<file path="src/rtl/ordersorter_burst.sv">
// Byte-stream command parser: header/address/length/payload from the receive FIFO into register strobes.
// Optional stall timeout is compiled in with `define ORDERSORTER_TIMEOUT_EN.
module ordersorter_burst #(
    parameter int ADDR_BYTES     = 1,
    parameter int LEN_BYTES      = 2,
    parameter int TIMEOUT_CYCLES = 1000000
) (
    input  logic                    clk,
    input  logic                    res_n,
    input  logic [7:0]              ri_data,
    input  logic                    ri_empty,
    output logic                    ri_read,
    input  logic                    pcreadfifofull,
    output logic [7:0]              header,
    output logic [8*ADDR_BYTES-1:0] address,
    output logic [8*LEN_BYTES-1:0]  length,
    output logic [7:0]              value,
    output logic                    write,
    output logic                    read,
    output logic [3:0]              state,
    output logic                    busy,
    output logic                    timeout_err
);
    localparam int AW = 8 * ADDR_BYTES;
    localparam int LW = 8 * LEN_BYTES;

    typedef enum logic [3:0] {
        S_IDLE  = 4'd0,
        S_ADDR  = 4'd1,
        S_LEN   = 4'd2,
        S_WDATA = 4'd3,
        S_READ  = 4'd4
    } state_t;

    localparam logic [1:0]    A_LAST   = 2'(ADDR_BYTES - 1);
    localparam logic [1:0]    L_LAST   = 2'(LEN_BYTES - 1);
    localparam logic [LW-1:0] LEN_ZERO = {LW{1'b0}};
    localparam logic [LW-1:0] LEN_ONE  = {{(LW-1){1'b0}}, 1'b1};
    localparam logic [AW-1:0] ADDR_ONE = {{(AW-1){1'b0}}, 1'b1};

    state_t          r_state;
    state_t          w_next;
    logic            r_pending;
    logic [1:0]      r_idx;
    logic            w_hdr_ok;
    logic            w_is_write;
    logic            w_autoinc;
    logic            w_read;
    logic            w_fetch;
    logic            w_tmo;
    logic [AW+7:0]   w_addr_wide;
    logic [LW+7:0]   w_len_wide;

    assign w_hdr_ok    = (ri_data[7:6] == 2'b01) || (ri_data[7:6] == 2'b10);
    assign w_is_write  = (header[7:6] == 2'b01);
    assign w_autoinc   = header[0];
    assign w_addr_wide = {address, ri_data};
    assign w_len_wide  = {length, ri_data};
    // read is combinational so backpressure blocks the strobe in the very cycle it is raised
    assign w_read      = (r_state == S_READ) && !pcreadfifofull && (length != LEN_ZERO);
    // a new fetch may start on the capture edge, but never toward READ, which consumes no bytes
    assign w_fetch     = !ri_empty && !ri_read && (w_next != S_READ) && !w_tmo;

    assign read  = w_read;
    assign state = r_state;
    assign busy  = (r_state != S_IDLE);

`ifdef ORDERSORTER_TIMEOUT_EN
    localparam logic [31:0] TMO_LAST = 32'(TIMEOUT_CYCLES - 1);
    logic [31:0] r_tmo_cnt;
    logic        w_stall_state;

    assign w_stall_state = (r_state == S_ADDR) || (r_state == S_LEN) || (r_state == S_WDATA);
    assign w_tmo         = w_stall_state && !r_pending && (r_tmo_cnt >= TMO_LAST);

    // stall counter: runs while waiting for bytes, restarts on every captured byte
    always_ff @(posedge clk or negedge res_n) begin
        if (!res_n) begin
            r_tmo_cnt <= 32'd0;
        end else if (w_stall_state && !r_pending && !w_tmo) begin
            r_tmo_cnt <= r_tmo_cnt + 32'd1;
        end else begin
            r_tmo_cnt <= 32'd0;
        end
    end
`else
    logic w_unused_tmo;
    assign w_unused_tmo = (TIMEOUT_CYCLES == 32'sd0);
    assign w_tmo        = 1'b0;
`endif

    // next-state decode
    always_comb begin
        w_next = r_state;
        if (w_tmo) begin
            w_next = S_IDLE;
        end else begin
            case (r_state)
                S_IDLE:  if (r_pending && w_hdr_ok) w_next = S_ADDR; else w_next = S_IDLE;
                S_ADDR:  if (r_pending && (r_idx == A_LAST)) w_next = S_LEN; else w_next = S_ADDR;
                S_LEN: begin
                    if (r_pending && (r_idx == L_LAST)) begin
                        if (w_len_wide[LW-1:0] == LEN_ZERO) w_next = S_IDLE;
                        else if (w_is_write)                w_next = S_WDATA;
                        else                                w_next = S_READ;
                    end else begin
                        w_next = S_LEN;
                    end
                end
                S_WDATA: if (write && (length == LEN_ONE)) w_next = S_IDLE; else w_next = S_WDATA;
                S_READ:  if ((length == LEN_ZERO) || (w_read && (length == LEN_ONE))) w_next = S_IDLE;
                         else w_next = S_READ;
                default: w_next = S_IDLE;
            endcase
        end
    end

    // command FSM, byte fetch and registered outputs
    always_ff @(posedge clk or negedge res_n) begin
        if (!res_n) begin
            r_state     <= S_IDLE;
            r_pending   <= 1'b0;
            r_idx       <= 2'd0;
            ri_read     <= 1'b0;
            header      <= 8'h00;
            address     <= {AW{1'b0}};
            length      <= LEN_ZERO;
            value       <= 8'h00;
            write       <= 1'b0;
            timeout_err <= 1'b0;
        end else begin
            r_state     <= w_next;
            ri_read     <= w_fetch;
            r_pending   <= ri_read && !w_tmo;
            write       <= 1'b0;
            timeout_err <= w_tmo;
            if (w_tmo) begin
                length <= LEN_ZERO;
                r_idx  <= 2'd0;
            end else begin
                case (r_state)
                    S_IDLE: begin
                        if (r_pending && w_hdr_ok) begin
                            header <= ri_data;
                            r_idx  <= 2'd0;
                        end
                    end
                    S_ADDR: begin
                        if (r_pending) begin
                            address <= w_addr_wide[AW-1:0];
                            r_idx   <= (r_idx == A_LAST) ? 2'd0 : r_idx + 2'd1;
                        end
                    end
                    S_LEN: begin
                        if (r_pending) begin
                            length <= w_len_wide[LW-1:0];
                            r_idx  <= (r_idx == L_LAST) ? 2'd0 : r_idx + 2'd1;
                        end
                    end
                    S_WDATA: begin
                        // address/length move on the cycle after the strobe they belong to
                        if (r_pending) begin
                            value <= ri_data;
                            write <= 1'b1;
                        end else if (write && (length != LEN_ZERO)) begin
                            length <= length - LEN_ONE;
                            if (w_autoinc) address <= address + ADDR_ONE;
                        end
                    end
                    S_READ: begin
                        if (w_read) begin
                            length <= length - LEN_ONE;
                            if (w_autoinc) address <= address + ADDR_ONE;
                        end
                    end
                    default: r_idx <= 2'd0;
                endcase
            end
        end
    end
endmodule

</file>
<file path="config.mk">
export PLATFORM = sky130hd
export DESIGN_NAME = ordersorter_burst
export DESIGN_NICKNAME = d
export VERILOG_FILES = /design/src/rtl/ordersorter_burst.sv
export SDC_FILE = /design/constraint.sdc
export NUM_CORES = 1
export LEC_CHECK = 0
export ABC_AREA = 1
export CELL_PAD_IN_SITES_DETAIL_PLACEMENT = 2
export CELL_PAD_IN_SITES_GLOBAL_PLACEMENT = 2
export CORE_AREA = 2 2 101 103
export DETAILED_ROUTE_END_ITERATION = 16
export DIE_AREA = 0 0 103 105
export PLACE_DENSITY = 0.87
export SLEW_MARGIN = 40
export SYNTH_ARGS = -nofsm -noshare
export SYNTH_HDL_FRONTEND = slang
export SYNTH_SLANG_ARGS = --single-unit
</file>
<file path="constraint.sdc">
create_clock -name clk -period 5.03 [get_ports clk]
set_clock_uncertainty 0.15 [all_clocks]
set_input_delay 1.006 -clock clk [delete_from_list [all_inputs] [get_ports clk]]
set_output_delay 1.006 -clock clk [all_outputs]
set_load 0.03 [all_outputs]
</file>
==> results <==
- The run finished with clean final reports.
- The sink count of the clock tree is between 40 and 50.
- Data arrives at the worst endpoint at 2.38 ns.
- A synthesized cell averages a little over 7 sq um.
- The CTS clock-pin slew for the worst setup and hold paths is ~0.1 ns.
- The highest net fanout along the worst path is 2.
- The hold path startpoint is ri_read.
- The commonest cells after synthesis are sky130_fd_sc_hd__nand2_1 (125), sky130_fd_sc_hd__inv_1 (50), sky130_fd_sc_hd__dfrtp_1 (48), sky130_fd_sc_hd__nor2_1 (47), sky130_fd_sc_hd__o21ai_0 (32).
- In the post-synthesis netlist, the biggest area contributors are sky130_fd_sc_hd__dfrtp_1 (41%), sky130_fd_sc_hd__nand2_1 (16%), sky130_fd_sc_hd__inv_1 (6.4%).
- The post-synthesis cell count is 408.
- Of the total power, the share spent switching nets is 51.7%.
- After filler insertion, the fill cell instance count of the layout stands at between 1000 and 1500.
- Based on the critical path, the design can be clocked at up to between 200 and 300 MHz.
- The number of warnings issued by yosys is 0.
- The detail route stage leaves a number of antenna-violating nets equal to 0.
- Setup repair after global routing left no endpoint under its margin.
- Routability-driven placement finished with a final weighted congestion of 0.801.
- Summed over its instances, the top area cell type makes up roughly 41% of the synthesized netlist area.
- The slowest stage of the critical path belongs to the cell sky130_fd_sc_hd__clkdlybuf4s50_1.
- The number of H-tree levels is 2.
- The routing usage on met3 is 3.01%.
- The global-route congestion overflow total is 0.
- In this run the worst hold path is classified as register to register.
- The worst setup path is captured at a primary output.
- After floorplanning, the core was divided into 36 placement rows.
- The relative contribution of sequential cells to total power is a little under 30%.
- The final period demand of the worst path is roughly 3.5 ns.
- The number of hold violations in the final report is 0.
- Setup violations remaining at the end of the flow were counted as 0.
- The fraction of synthesis flops using an asynchronous set or reset pin is 100%.
- The share of post-route cells with drive strength above 1 is roughly 7.1%.
- The via count of the first global-routing pass came to about 3200.
- After clock tree synthesis, the flow added hold-fix buffers numbering 0.
- The instance area at placement is between 3000 and 4000 sq um.
- STA puts the critical path data required time at 3.87 ns.
- TritonCTS built the clock tree.
- The cell area power density is around 710 nW/um^2.
- In the global route stage, overall resource usage came out at about a fifth.
- The worst setup path is launched from an input pin.
- The headroom to the max-slew limit is between 50% and 60%.
- The initial cell density of the core is between 30% and 40%.
- The number of gates resized after cts is 0.
- The wire-length estimate of the detail-placed layout is between 7000 and 8000 um.
- The worst register-to-register path ends at length[1].
- The number of flops mapped to enable cells by yosys is 0.
- The initial detailed-routing violation count is slightly below 100.
- The final-report max-slew violation count is 0.
- In the routed layout, each cell is associated on average with a via count of 4.77.
- The number of CTS-inserted buffers is 5.
- Summing over every cut layer, the via total after detailed routing is roughly 2800.
- Max-cap violations in this run came to 0.
- The analysis attributes to cell leakage a power of between 1.5 and 2 nW.
- The most common cell type on the critical path is sky130_fd_sc_hd__clkdlybuf4s50_1.
- The cell area after layout is about 3700 sq um.
- For the pin with the worst max-slew slack, the measured transition is between 0.6 and 0.7 ns.
- The mapped netlist covers between 2000 and 3000 sq um.
- The portion of the post-synthesis area used by sequential elements is between 40% and 50%.
- The stage delay of the slowest cell on the critical path is about 0.66 ns.
- For the final routed database, the setup TNS stands at 0 ns.
- The worst hold path terminates at r_pending.
- The die outline height is 105 um.
- The worst hold path passes through 0 cells.
- The register-to-register setup slack is 2.66 ns.
- The layer with the highest usage after global routing is met2.
- During placement, the flow inserted port buffers numbering 58.
- The dominant synthesized flop cell is sky130_fd_sc_hd__dfrtp_1.
- Counting along the longest clock path gives a buffer depth of 2.
- The overall die area is about 11000 sq um.
- The iteration count of the initial detailed-routing pass is 6.
- The startpoint identified for the worst register-to-register timing path is state[1].
- The synthesized design contains 48 register bits.
- The post-route core utilization is between 30 and 40%.
- The total net switching power is 1.37 mW.
- For this run, design rule violations remaining after detail routing come to 0.
- The share of power burned in the clock network is approximately an eighth.
- Dividing the final minimum period by the clock period gives a little over two thirds.
- The final layout contains routed wiring with a total length of between 9000 and 10000 um.
- For this run, global-route usage on met1 was measured as about a quarter.
- The average wire length per cell after detail routing is about 16 um.
- The critical path goes through clkdlybuf4s50_1 > nor2_1 > nand2_2 > inv_1 > clkdlybuf4s50_1.
- The kind of critical path is input pin to primary output.
- The initial antenna violation count was 0.
- For met2 alone, demand over resource in global routing was 34.1%.
- The total area inside the core boundary comes to approximately 9600 sq um.
- From left edge to right edge, the die measures approximately 100 um.
- The clock latency on the worst-skew pair is around 0.31 ns.
- Of the total power, combinational logic draws between 50% and 60%.
- Compared with the post-synthesis result, the final layout area differs by 26.4%.
- Yosys mapped the design onto 33 distinct sky130hd cell types.
- Internal power comes to about 1.3 mW.
- The top-level I/O count is between 60 and 70.
- The number of antenna diodes is 0.
- In this run the clock root is driven by a sky130_fd_sc_hd__clkbuf_8.
- In the final design database the tool counted between 400 and 500 nets.
- Buffers added to address setup during post-CTS repair amount to 0.
- The most frequent cell after synthesis is sky130_fd_sc_hd__nand2_1.
- The worst-case IR drop observed on VDD is roughly 0.23 mV.
- Entering global routing, the biggest net connects between 40 and 50 pins.
- Counting cells, the worst reg-to-reg path comes to 8.
- The first-pass GRT wire length is ~16000 um.
- Of all cell types, the one taking the most synthesized area is sky130_fd_sc_hd__dfrtp_1.
==> metal layers <==
metal | part of all wire (%) | wire length, um
met5 | 0 | 0
met4 | 0.75 | 72
met3 | 2.5 | 240
met2 | 52 | 5010
met1 | 45 | 4330
==> sequential cells by signal, indices dropped and copies added, names as in the netlist, 2 cells and up <==
name and cells:
address 8, header 8, length 16, r_idx 2, state 3, value 8
==> worst max path at each step <==
| stage | slack [ns] | start | end |
|---|---|---|---|
| after floorplan | 2.47 | pcreadfifofull | read |
| after global placement | 1.53 | pcreadfifofull | read |
| after detailed placement | 1.49 | pcreadfifofull | read |
| after CTS | 1.49 | pcreadfifofull | read |
| after global routing | 1.46 | pcreadfifofull | read |
| final | 1.50 | pcreadfifofull | read |
==> kinds of logic (layout without fill, tap and decap cells) <==
group                      count (synthesis)  after routing  share of synthesized area, %
DFF                                       48             48                          40.7
buffers and inverters                     62            117                          9.63
and+or+nand+nor                          217            217                          31.9
xor gates and xnor gates                   5              5                          1.49
AOI/OAI and AO/OA                         67             67                          12.8
adders and majority gates                  8              8                          3.39
other                                      1              2                         0.127
==> layout by cell type (no fill, tap or decap) <==
master and count:
sky130_fd_sc_hd__nand4_1 4, sky130_fd_sc_hd__o22ai_1 1, sky130_fd_sc_hd__buf_2 1, sky130_fd_sc_hd__xor2_1 2, sky130_fd_sc_hd__a21oi_1 11, sky130_fd_sc_hd__nor2_1 47, sky130_fd_sc_hd__o21ai_2 6, sky130_fd_sc_hd__o21ai_1 10
sky130_fd_sc_hd__nand3_4 2, sky130_fd_sc_hd__xnor2_1 3, sky130_fd_sc_hd__clkbuf_8 5, sky130_fd_sc_hd__buf_4 1, sky130_fd_sc_hd__dfrtp_1 48, sky130_fd_sc_hd__nand2_1 124, sky130_fd_sc_hd__inv_8 1, sky130_fd_sc_hd__nand3b_1 3
sky130_fd_sc_hd__bufinv_16 1, sky130_fd_sc_hd__o21ai_0 32, sky130_fd_sc_hd__a31oi_1 2, sky130_fd_sc_hd__a21o_1 2, sky130_fd_sc_hd__inv_6 1, sky130_fd_sc_hd__o21bai_1 1, sky130_fd_sc_hd__clkdlybuf4s50_1 57, sky130_fd_sc_hd__nor2_2 3
sky130_fd_sc_hd__or2_2 2, sky130_fd_sc_hd__nor2_4 1, sky130_fd_sc_hd__nand2_4 2, sky130_fd_sc_hd__inv_1 50, sky130_fd_sc_hd__ha_1 8, sky130_fd_sc_hd__nand2_2 6, sky130_fd_sc_hd__a21oi_2 1, sky130_fd_sc_hd__nand3_1 23
sky130_fd_sc_hd__o32ai_1 1, sky130_fd_sc_hd__conb_1 2
==> stage by stage <==
| stage | cells | power [mW] | hold slack [ns] | worst slack, ns |
|---|---|---|---|---|
| 6_report | 597 | 2.65 | 0.262 | 1.50 |
| 5_1_grt | 597 | 2.88 | 0.282 | 1.46 |
| 4_1_cts | 597 | 2.69 | 0.269 | 1.49 |
| 3_5_place_dp | 589 | 2.35 | 0.238 | 1.49 |
| 3_3_place_gp | 589 | 2.27 | 0.227 | 1.53 |
| 2_1_floorplan | 409 | 1.77 | 0.378 | 2.47 |
==> power by group through the flow <==
stage	Combinational [mW]	Sequential, mW	Clock, mW
after floorplan	0.741	1.03	0
after global placement	1.50	0.767	0
after detailed placement	1.57	0.777	0
after CTS	1.59	0.775	0.321
after global routing	1.74	0.807	0.333
final	1.57	0.771	0.310
==> cell type report <==
type                       instances  area, sq um  share of cell area [%]
clock buffer                       5         68.8                    1.85
multi-input combinational        299         1470                    39.4
timing repair buffer              59          583                    15.6
inverter                          50          188                    5.04
sequential                        48         1200                    32.2
tap                              133          166                    4.46
clock inverter                     3         50.0                    1.34
==> worst max-delay path, delay by kind of cell <==
kind                   cells  cell delay [ns]
AND/OR/NAND/NOR            2             0.23
buffers and inverters      3             1.14
(Power assumes the default switching activity.)
